File: src/rtl/mod16_timer_arbiter.sv
// Round-robin arbiter sharing one mod-2**CNT_W tick counter among NUM_REQ requesters.
// IDLE: arbitrate | RUN: count owner's interval | DONE: one-cycle completion pulse
`timescale 1ns/1ps
module mod16_timer_arbiter #(
  parameter int NUM_REQ = 4,
  parameter int CNT_W   = 4
) (
  input  logic                     clk,
  input  logic                     reset,
  input  logic [NUM_REQ-1:0]       req,
  input  logic [NUM_REQ*CNT_W-1:0] req_len,
  input  logic                     tick_en,
  output logic [NUM_REQ-1:0]       grant,
  output logic [NUM_REQ-1:0]       done,
  output logic                     busy,
  output logic [CNT_W-1:0]         count
);

  localparam int IDX_W = (NUM_REQ > 1) ? $clog2(NUM_REQ) : 1;

  typedef enum logic [1:0] {S_IDLE, S_RUN, S_DONE} state_t;

  state_t             state_q;
  logic [NUM_REQ-1:0] grant_q, done_q;
  logic               busy_q;
  logic [CNT_W-1:0]   count_q, len_q;
  logic [IDX_W-1:0]   rr_ptr_q, owner_q;

  logic [CNT_W-1:0]   len_arr [NUM_REQ];
  logic               arb_found;
  logic [IDX_W-1:0]   arb_idx, cand, next_ptr;
  logic [CNT_W-1:0]   term;
  logic [NUM_REQ-1:0] arb_onehot;

  always_comb begin
    for (int i = 0; i < NUM_REQ; i++) begin
      len_arr[i] = req_len[i*CNT_W +: CNT_W];
    end
  end

  // First pending request at or above rr_ptr, wrapping around.
  always_comb begin
    arb_found = 1'b0;
    arb_idx   = '0;
    cand      = '0;
    for (int i = 0; i < NUM_REQ; i++) begin
      cand = IDX_W'((int'(rr_ptr_q) + i) % NUM_REQ);
      if (!arb_found && req[cand]) begin
        arb_found = 1'b1;
        arb_idx   = cand;
      end
    end
  end

  assign arb_onehot = {{(NUM_REQ-1){1'b0}}, 1'b1} << arb_idx;
  assign next_ptr   = (owner_q == IDX_W'(NUM_REQ-1)) ? '0 : owner_q + 1'b1;
  // A latched length of 0 gives term = all ones, i.e. a full 2**CNT_W interval.
  assign term       = len_q - CNT_W'(1);

  always_ff @(posedge clk or posedge reset) begin
    if (reset) begin
      state_q  <= S_IDLE;
      grant_q  <= '0;
      done_q   <= '0;
      busy_q   <= 1'b0;
      count_q  <= '0;
      len_q    <= '0;
      rr_ptr_q <= '0;
      owner_q  <= '0;
    end else begin
      case (state_q)
        S_IDLE: begin
          done_q  <= '0;
          count_q <= '0;
          if (arb_found) begin
            state_q <= S_RUN;
            grant_q <= arb_onehot;
            busy_q  <= 1'b1;
            owner_q <= arb_idx;
            len_q   <= len_arr[arb_idx];
          end else begin
            grant_q <= '0;
            busy_q  <= 1'b0;
          end
        end
        S_RUN: begin
          if (!req[owner_q]) begin
            state_q  <= S_IDLE;
            grant_q  <= '0;
            busy_q   <= 1'b0;
            count_q  <= '0;
            rr_ptr_q <= next_ptr;
          end else if (tick_en) begin
            if (count_q == term) begin
              state_q <= S_DONE;
              count_q <= '0;
              done_q  <= grant_q;
            end else begin
              count_q <= count_q + CNT_W'(1);
            end
          end
        end
        S_DONE: begin
          state_q  <= S_IDLE;
          done_q   <= '0;
          grant_q  <= '0;
          busy_q   <= 1'b0;
          rr_ptr_q <= next_ptr;
        end
        default: state_q <= S_IDLE;
      endcase
    end
  end

  assign grant = grant_q;
  assign done  = done_q;
  assign busy  = busy_q;
  assign count = count_q;

endmodule

File: config.mk
export PLATFORM = sky130hd
export DESIGN_NAME = mod16_timer_arbiter
export DESIGN_NICKNAME = d
export VERILOG_FILES = /design/src/rtl/mod16_timer_arbiter.sv
export SDC_FILE = /design/constraint.sdc
export NUM_CORES = 1
export LEC_CHECK = 0
export BUFFER_PORTS_ARGS = -buffer_cell sky130_fd_sc_hd__buf_4
export CAP_MARGIN = 25
export CORE_ASPECT_RATIO = 2
export CORE_MARGIN = 3
export CORE_UTILIZATION = 52
export CTS_CLUSTER_DIAMETER = 60
export CTS_CLUSTER_SIZE = 14
export DETAILED_ROUTE_END_ITERATION = 8
export PLACE_DENSITY = 0.82
export SLEW_MARGIN = 20
export SYNTH_ARGS = -nofsm -noshare
export SYNTH_HDL_FRONTEND = slang
export SYNTH_SLANG_ARGS = --single-unit
File: constraint.sdc
create_clock -name clk -period 2.3 [get_ports clk]
set_input_delay 0.46 -clock clk [delete_from_list [all_inputs] [get_ports clk]]
set_output_delay 0.46 -clock clk [all_outputs]
set_load 0.03 [all_outputs]
==> results of run 1 <==
==> cell usage after synthesis (all sizes together) <==
cell / instances
buf: 2
xnor2: 3
mux2: 1
or2: 2
o41ai: 2
xor3: 1
inv: 7
o22ai: 2
a21oi: 7
nand2: 16
and2: 1
o31ai: 3
nor4b: 1
xor2: 1
o2bb2ai: 1
dfrtp: 23
ha: 7
nand2b: 4
o21a: 1
a21boi: 5
nor2: 10
or3: 2
a21o: 4
and4: 1
nor2b: 1
nor4: 1
a21bo: 1
nor3: 5
o21ai: 14
nand3: 6
a211oi: 4
a2111oi: 4
mux2i: 7
o22a: 2
==> logic make-up after synthesis <==
| group | share of synthesized area, % |
|---|---|
| and+or+nand+nor | 17.2 |
| DFF | 40.4 |
| adders and majority gates | 6.15 |
| xor gates and xnor gates | 4.13 |
| muxes | 5.71 |
| buffers and inverters | 2.55 |
| AOI/OAI and AO/OA | 23.9 |
==> cell type report <==
type / count / area share, %
tap: 28 / 1.98
timing repair buffer: 36 / 15.3
clock inverter: 1 / 0.283
inverter: 7 / 1.49
sequential: 23 / 32.6
multi-input combinational: 120 / 46.0
clock buffer: 3 / 2.34
==> path summary, 6_finish.rpt <==
path / from / endpoint / slack, ns
setup / recovery: state_q[1] / grant[3] / 0.22
hold / removal: reset / count[0] / 0.37
setup reg to reg: state_q[1] / grant[3] / 0.22
hold reg to reg: busy / busy / 0.54
max in group asynchronous: reset / done[0] / 1.41
min in group clk: req_len[15] / len_q[3] / 0.53
==> routing by layer <==
| metal | vias up | share of wire (%) | wire, um |
|---|---|---|---|
| li1 | 634 | - | - |
| met1 | 624 | 35 | 1170 |
| met2 | 43 | 58 | 1950 |
| met3 | 10 | 4.5 | 153 |
| met4 | 0 | 3.1 | 105 |
| met5 | - | 0 | 0 |
==> metrics by stage <==
step	utilization (%)	instances
final	68.7	218
after global placement	66.9	214
after detailed placement	66.9	214
after global routing	68.7	218
after floorplan	-	152
after CTS	68.7	218
==> layout by cell type, fill, tap and decap left out <==
cell       Yosys  final
mux2i_1        7      7
nand2_1       16     16
clkinv_2       0      1
a21boi_0       4      4
nand3_1        6      6
o2bb2ai_1      1      1
xor3_1         1      1
a21oi_1        7      7
o21ai_1        1      1
a2111oi_0      4      4
or2_0          1      1
nor3_1         5      5
o22ai_1        1      1
clkbuf_8       0      3
a21boi_1       1      1
or3_1          2      2
xor2_1         1      1
nor2_1        10     10
o31ai_1        3      3
o41ai_1        2      2
nor4b_1        1      1
nor4_2         1      1
buf_4          0     36
ha_1           7      7
dfrtp_1       23     23
o22a_1         2      2
nor2b_1        1      1
mux2_2         1      1
or2_1          1      1
inv_1          7      7
nand2b_1       4      4
o21a_1         1      1
and2_1         1      1
a211oi_1       4      4
xnor2_1        3      3
o21ai_0       13     13
a21bo_2        1      1
o22ai_2        1      1
and4_1         1      1
a21o_1         4      4
==> power by group through the flow <==
stage                     Sequential, W  Combinational, W  Clock (W)
final                          0.000696           0.00117   0.000249
after global routing           0.000710           0.00128   0.000262
after CTS                      0.000694           0.00117   0.000253
after detailed placement       0.000704           0.00116          0
after global placement         0.000692           0.00111          0
after floorplan                0.000775          0.000752          0
==> state kept, by name, summed over array words and instances, names as in the netlist <==
register	count
count	4
done	4
grant	4
len_q	4
owner_q	2
rr_ptr_q	2
state_q	2
busy	1
==> run summary, run 1 <==
FF/Latch Area -> 576 sq um
Met2 usage -> 42.3%
Critical Path Stages -> 7
Clock Skew -> 0.00231 ns
Setup Buffers After CTS -> 0
Status -> finished, final reports clean
Top cell by count, worst path -> nand2_1
Root Buffer -> clkbuf_8
Netlist cell types -> 38
PwrDens -> 1200 mW/mm^2
Synthesis Warnings -> 0
Die Span Y -> 80.0 um
Class of the worst hold path -> in2async
Vias per cell -> 6.01
Drt total wl -> 3380 um
Fin area -> 0.00177 sq mm
Tcrit/Tclk final -> 90.4%
CTS Buffer Depth -> 2
IO Pins -> 36
Logic pwr share -> 55.2%
Clk Latency, worst-skew pair -> 0.26 ns
Setup-failing EPs final -> 0
FF+latch count, synth -> 23
Clock group share of total power -> 11.8%
Arr. time, crit path -> 2.22 ns
CTS tree -> built
RSZ-0062 raised after global routing -> no
Syn_nets -> 182
CTS Buf Count -> 3
Pleak -> 0.840 nW
Yosys top cell by area -> dfrtp_1
Tot GR Track Use -> 20.6%
Initial antenna violation count -> 0
# port buffers -> 35
Worst Setup Slack, final -> 0.220 ns
Worst EP required -> 2.44 ns
CP Buf/Inv Count -> 1
Share of layout cells above drive strength 1 -> 23.2%
Power after layout -> 0.00211 W
Fmax -> 481 MHz
DRC -> 0
Crit path kind -> reg2reg
Die area -> 0.00344 sq mm
Setup TNS -> 0 ns
Slew headroom -> 43.6%
Synth-to-Final Area Change -> 24.0%
Gr ovfl total -> 0
Core area -> 0.00257 sq mm
DR vias -> 1311
Initial DRC count -> 43
WHS -> 0.367 ns
Total number of clock tree sinks -> 23
Final Max Slew Viols -> 0
N_diodes -> 0
Gate count after technology mapping -> 152
Max rail drop VDD -> 0.000631 V
Initial core utilization -> 55.5%
Slowest stage delay, CP -> 0.47 ns
CP cell instances -> inv_1, ha_1, nand2_1, o22ai_2, or2_0, nand2_1, o41ai_1
Cts repair resizes -> 0
Busiest grt layer -> met2
Seq/Total Area, Yosys -> 40.4%
DRT Pass-1 Iters -> 4
Pre-CTS setup slack -> 0.305 ns
R2R cell count -> 7
Final Hold Fails -> 0
Synthesized cell area -> 0.00143 sq mm
Vias in the first global route -> 1394
Fill cell count -> 222
Setup crit start kind -> register
Syn Area/Cell -> 9.38 sq um
Seq pwr share -> 33.0%
CP endpoint kind -> register
Top Family by Delay on Critical Path -> simple AND/OR/NAND/NOR gates
First-pass GRT wire length -> 5580 um
Area share of the largest cell type after synthesis -> 40.4%
Switching Share -> 45.6%
Slew @ Worst Pin -> 0.845 ns
Psw -> 0.000963 W
Final min period -> 2.08 ns
Row cnt -> 26
Crit-path max FO -> 10
Max cap viols -> 0
Antenna viol nets, final -> 0
Routed WL per cell -> 15.5 um
Post-DP HPWL -> 2820 um
Met3 Use GR -> 1.35%
Crit-path slowest cell -> or2_0
Clk pin slew, worst setup/hold paths -> 0.08 ns
Area after DPL -> 0.00172 sq mm
Area of the multi-input gates -> 813 sq um
Largest net degree at the start of global routing -> 24
GP Congestion -> 0.880
Power Internal -> 0.00115 W
H-tree Lvls -> 1
Nets -> 221
Leading post-synthesis cells by cell area -> dfrtp_1 40%, ha_1 6.1%, mux2i_1 4.9%
Met1 usage -> 18.5%
Die Wd -> 43.0 um
Post-CTS Hold Fix Bufs -> 0
No activity file was read; power rests on OpenSTA's default activity.
==> run 2: changes to the inputs <==
Settings changed: CORE_MARGIN 3 to 2.
==> run 2 against run 1 <==
Setup slack worse by 0.0098 ns. Cell count unchanged. Clock-buffer cell count up 1. Combinational power about the same. Critical path depth unchanged. Global-route usage up 5.1 points. Sequential share of layout area about the same. Fmax down 0.47%. Largest cell class unchanged. Highest routed layer unchanged. Worst hold slack better by 0.031 ns. Via count down 1.6%. Critical endpoint unchanged. Register-to-register slack about the same. Routed wire length up 2.2%.
==> run summary, run 2 (synthesis results as in run 1) <==
Status -> finished, final reports clean
Drt total wl -> 3460 um (+2.2%)
Synth-to-Final Area Change -> 23.9% (about the same)
RSZ-0062 raised after global routing -> no
Gr ovfl total -> 0 (unchanged)
Fill cell count -> 211 (-5.0%)
Slew headroom -> 39.1% (-4.5 points)
Vias in the first global route -> 1320 (-5.3%)
Routed WL per cell -> 15.8 um (+2.2%)
Share of layout cells above drive strength 1 -> 22.6% (-0.53 points)
Post-CTS Hold Fix Bufs -> 0 (unchanged)
Die Wd -> 41.0 um (-4.6%)
Clk Latency, worst-skew pair -> 0.26 ns (about the same)
Largest net degree at the start of global routing -> 24 (unchanged)
Most frequent cells in the layout -> 36 x buf_4, 23 x dfrtp_1, 16 x nand2_1
DR vias -> 1290 (-1.6%)
Cts repair resizes -> 0 (unchanged)
Final min period -> 2.09 ns (+0.00981 ns)
Tot GR Track Use -> 25.7% (+5.1 points)
CTS Buf Count -> 3 (unchanged)
Die area -> 0.00320 sq mm (-7.0%)
Total number of clock tree sinks -> 23 (unchanged)
H-tree Lvls -> 1 (unchanged)
Slew @ Worst Pin -> 0.912 ns (+0.0671 ns)
Slowest stage delay, CP -> 0.48 ns (about the same)
Clock Skew -> 0.00725 ns (+0.00493 ns)
Post-route insts no fill -> 218 (unchanged)
CP Buf/Inv Count -> 1 (unchanged)
N_diodes -> 0 (unchanged)
CP endpoint kind -> register
Tcrit/Tclk final -> 90.9% (+0.43 points)
Vias per cell -> 5.92 (-1.6%)
Arr. time, crit path -> 2.25 ns (+0.03 ns)
Setup TNS -> 0 ns (unchanged)
DRC -> 0 (unchanged)
Core area -> 0.00257 sq mm (unchanged)
Setup crit start kind -> register
Top Family by Delay on Critical Path -> simple AND/OR/NAND/NOR gates
Clk pin slew, worst setup/hold paths -> 0.08 ns (about the same)
Pleak -> 0.837 nW (-0.33%)
Placed cells -> 214 (unchanged)
Class of the worst hold path -> in2async
PwrDens -> 1190 mW/mm^2 (about the same)
Initial antenna violation count -> 0 (unchanged)
Row cnt -> 26 (unchanged)
Final Max Slew Viols -> 0 (unchanged)
First-pass GRT wire length -> 5720 um (+2.5%)
Top cell by count, worst path -> nand2_1
Final Hold Fails -> 0 (unchanged)
WHS -> 0.399 ns (+0.0315 ns)
Post-DP HPWL -> 2820 um (-0.13%)
Setup Buffers After CTS -> 0 (unchanged)
CTS tree -> built
Crit path kind -> reg2reg
Setup-failing EPs final -> 0 (unchanged)
Worst EP required -> 2.46 ns (+0.02 ns)
Antenna viol nets, final -> 0 (unchanged)
Crit-path slowest cell -> or2_0
Most common cell after layout, fill and taps aside -> buf_4
Nets -> 221 (unchanged)
IO Pins -> 36 (unchanged)
Max rail drop VDD -> 0.000589 V (-6.6%)
Initial core utilization -> 55.5% (unchanged)
Fmax -> 479 MHz (-0.47%)
GP Congestion -> 0.861 (-2.1%)
Root Buffer -> clkbuf_8
Die Span Y -> 78.0 um (-2.5%)
CP cell instances -> inv_1, ha_1, nand2_1, o22ai_2, or2_0, nand2_1, o41ai_1
DRT Pass-1 Iters -> 4 (unchanged)
Crit-path max FO -> 10 (unchanged)
Initial DRC count -> 30 (-30%)
Max cap viols -> 0 (unchanged)
CTS Buffer Depth -> 2 (unchanged)
Worst reg2reg setup slack -> 0.21 ns (about the same)
# port buffers -> 35 (unchanged)
==> run 2: power by group <==
group | internal, W | total [W] | switching [W]
clock | 0.000124 | 0.000250 | 0.000127
combinational | 0.000482 | 0.00116 | 0.000681
sequential | 0.000547 | 0.000695 | 0.000147
==> run 2: layout make-up <==
type | count | area, sq um | share of cell area, %
Multi-Input combinational cell | 120 | 813 | 46.1
Sequential cell | 23 | 576 | 32.6
Timing Repair Buffer | 36 | 270 | 15.3
Clock buffer | 4 | 45.0 | 2.55
Tap cell | 28 | 35.0 | 1.98
Inverter | 7 | 26.3 | 1.49
==> run 2: layer usage <==
metal	global-route usage [%]	share of wire, %	routed length, um	vias up
li1	-	-	-	634
met5	0	0	0	-
met1	27.5	35	1210	611
met3	1.98	3.7	129	6
met2	46.3	59	2050	39
met4	10.3	2.0	70	0
==> run 2: worst paths after layout <==
path,from,end,cells after the start
min in group clk,busy,busy,2
min reg2reg,busy,busy,2
min,reset,grant[1],2
max reg2reg,state_q[1],grant[3],7
max in group asynchronous,reset,done[3],2
max,state_q[1],grant[3],7
==> run 2: stage by stage <==
stage	utilization (%)	power (W)	area [sq um]	setup slack, ns
6_report	68.7	0.00211	1770	0.210
5_1_grt	68.7	0.00228	1770	0.0475
3_3_place_gp	66.9	0.00181	1720	0.320
2_1_floorplan	-	0.00153	1430	0.597
3_5_place_dp	66.9	0.00186	1720	0.290
4_1_cts	68.7	0.00211	1770	0.253
==> run 3: changes to the inputs <==
Settings changed: CORE_ASPECT_RATIO 2 to default, CORE_UTILIZATION 52 to 55, PLACE_DENSITY 0.82 to 0.86.
Clock period 2.3 ns to 2.5 ns, I/O delays scaled along.
==> run 3 against run 2 <==
Sequential share of layout area up 0.30 points. Register-to-register slack better by 0.29 ns. Clock-buffer cell count unchanged. First-iteration DRC count is 50% lower. Non-clock buffer count unchanged. Worst hold slack worse by 0.055 ns. Fmax up 4.4%. Critical path depth unchanged. Highest routed layer unchanged.
==> run summary, run 3 (synthesis results as in run 1) <==
CTS Buf Count -> 3 (unchanged)
Routed WL per cell -> 13.1 um (-17%)
Vias in the first global route -> 1191 (-9.8%)
Root Buffer -> clkbuf_4
CTS tree -> built
Synth-to-Final Area Change -> 22.7%
IO Pins -> 36 (unchanged)
Initial antenna violation count -> 0 (unchanged)
CP cell instances -> inv_1, ha_1, nand2_1, o22ai_2, or2_0, nand2_1, o31ai_1
Fin area -> 0.00175 sq mm (-0.92%)
Slew @ Worst Pin -> 0.834 ns (-0.0779 ns)
Reg-to-Reg End -> busy
Drt total wl -> 2880 um (-17%)
Arr. time, crit path -> 2.22 ns (-0.03 ns)
Status -> finished, final reports clean
Clock Skew -> 0.00282 ns (-0.00443 ns)
Nets -> 221 (unchanged)
DRT Pass-1 Iters -> 4 (unchanged)
Most common cell after layout, fill and taps aside -> buf_4
Die Wd -> 54.9 um (+34%)
Seq pwr share -> 34.3% (+1.4 points)
Worst setup path startpoint -> state_q[1]
Antenna viol nets, final -> 0 (unchanged)
Logic pwr share -> 56.4% (+1.2 points)
Most frequent cells in the layout -> 36 x buf_4, 23 x dfrtp_1, 16 x nand2_1
Clock group share of total power -> 9.3% (-2.6 points)
Top Family by Delay on Critical Path -> simple AND/OR/NAND/NOR gates
Fmax -> 500 MHz (+4.4%)
Slew headroom -> 44.3% (+5.2 points)
Initial DRC count -> 15 (-50%)
Crit-path slowest cell -> or2_0
CP endpoint kind -> register
Fill cell count -> 196 (-7.1%)
Class of the worst hold path -> in2async
Setup TNS -> 0 ns (unchanged)
Tot GR Track Use -> 22.1% (-3.6 points)
RSZ-0062 raised after global routing -> no
Setup Buffers After CTS -> 0 (unchanged)
Row cnt -> 18 (-31%)
Total number of clock tree sinks -> 23 (unchanged)
Core area -> 0.00248 sq mm (-3.6%)
H-tree Lvls -> 1 (unchanged)
Max cap viols -> 0 (unchanged)
Crit path kind -> reg2reg
Die Span Y -> 54.9 um (-30%)
Clk pin slew, worst setup/hold paths -> 0.12 ns (+0.04 ns)
CP Buf/Inv Count -> 1 (unchanged)
Post-DP HPWL -> 2350 um (-17%)
CTS Buffer Depth -> 2 (unchanged)
R2R Path Start -> state_q[1]
R2R cell count -> 7 (unchanged)
N_diodes -> 0 (unchanged)
Gr ovfl total -> 0 (unchanged)
Tcrit/Tclk final -> 80.0% (-11 points)
Worst reg2reg setup slack -> 0.50 ns (+0.29 ns)
First-pass GRT wire length -> 4870 um (-15%)
Crit-path max FO -> 10 (unchanged)
Post-CTS Hold Fix Bufs -> 0 (unchanged)
Top cell by count, worst path -> nand2_1
Slowest stage delay, CP -> 0.44 ns (-0.04 ns)
Share of layout cells above drive strength 1 -> 22.6% (unchanged)
# port buffers -> 35 (unchanged)
Cts repair resizes -> 0 (unchanged)
WHS -> 0.344 ns (-0.0552 ns)
Die area -> 0.00301 sq mm (-5.8%)
GP Congestion -> 0.881 (+2.4%)
Power Internal -> 0.00101 W (-13%)
Setup-failing EPs final -> 0 (unchanged)
Max rail drop VDD -> 0.000666 V (+13%)
Psw -> 0.000840 W (-12%)
Worst Setup EP -> busy
Worst EP required -> 2.72 ns (+0.26 ns)
Final Hold Fails -> 0 (unchanged)
Vias per cell -> 5.70 (-3.8%)
PwrDens -> 1050 mW/mm^2 (-12%)
Switching Share -> 45.5% (+0.20 points)
Setup crit start kind -> register
Final min period -> 2.00 ns (-0.0889 ns)
Largest net degree at the start of global routing -> 24 (unchanged)
Area after DPL -> 0.00172 sq mm (+0.15%)
Pleak -> 0.829 nW (-0.93%)
Clk Latency, worst-skew pair -> 0.31 ns (+0.05 ns)
Critical Path Stages -> 7 (unchanged)
DR vias -> 1253 (-2.9%)
DRC -> 0 (unchanged)
Final Max Slew Viols -> 0 (unchanged)
Initial core utilization -> 57.5% (+2.1 points)
==> run 3: cell count changes in the layout (fill, tap and decap cells not counted) <==
cell / previous run / this run
clkbuf_4: 0 / 3
clkbuf_8: 3 / 0
==> run 3: worst min path at each step <==
stage,endpoint,slack [ns],cells past startpoint
after global placement,busy,0.48,2
after global routing,state_q[1],0.44,2
after detailed placement,busy,0.49,2
final,count[3],0.34,2
after CTS,count[3],0.36,2
after floorplan,busy,0.50,1
==> run 3: routing by layer <==
metal	global-route usage [%]	wire [um]	share of wire, %	up-vias
met3	3.23	134	4.6	4
li1	-	-	-	636
met5	0	0	0	-
met1	29.1	1320	46	576
met4	8.94	38	1.3	0
met2	36.5	1390	48	37
==> run 3: stage by stage <==
stage	util [%]	total power, W	instances	worst slack, ns
finish	70.6	0.00185	220	0.499
global route	70.6	0.00200	220	0.280
CTS	70.6	0.00185	220	0.514
detailed placement	69.5	0.00168	216	0.530
global placement	69.5	0.00165	216	0.640
floorplan	-	0.00140	152	0.797
==> run 3: power by group through the flow <==
stage	Sequential [W]	Clock [W]	Combinational, W
floorplan	0.000713	0	0.000692
global placement	0.000636	0	0.00101
detailed placement	0.000640	0	0.00104
CTS	0.000632	0.000178	0.00104
global route	0.000654	0.000185	0.00116
finish	0.000633	0.000171	0.00104
==> run 3: cell type report <==
cell class	instances	area (sq um)	area share (%)
Timing Repair Buffer	36	270	15.5
Sequential cell	23	576	32.9
Multi-Input combinational cell	120	813	46.5
Inverter	7	26.3	1.50
Tap cell	30	37.5	2.15
Clock buffer	4	26.3	1.50
==> run 3: worst reg2reg max path, delay by kind of cell (launching register included) <==
| kind | cells | cell delay, ns |
|---|---|---|
| AOI/OAI and AO/OA | 2 | 0.36 |
| adders and majority gates | 1 | 0.32 |
| buffers and inverters | 1 | 0.12 |
| DFF | 1 | 0.42 |
| and+or+nand+nor | 3 | 0.68 |
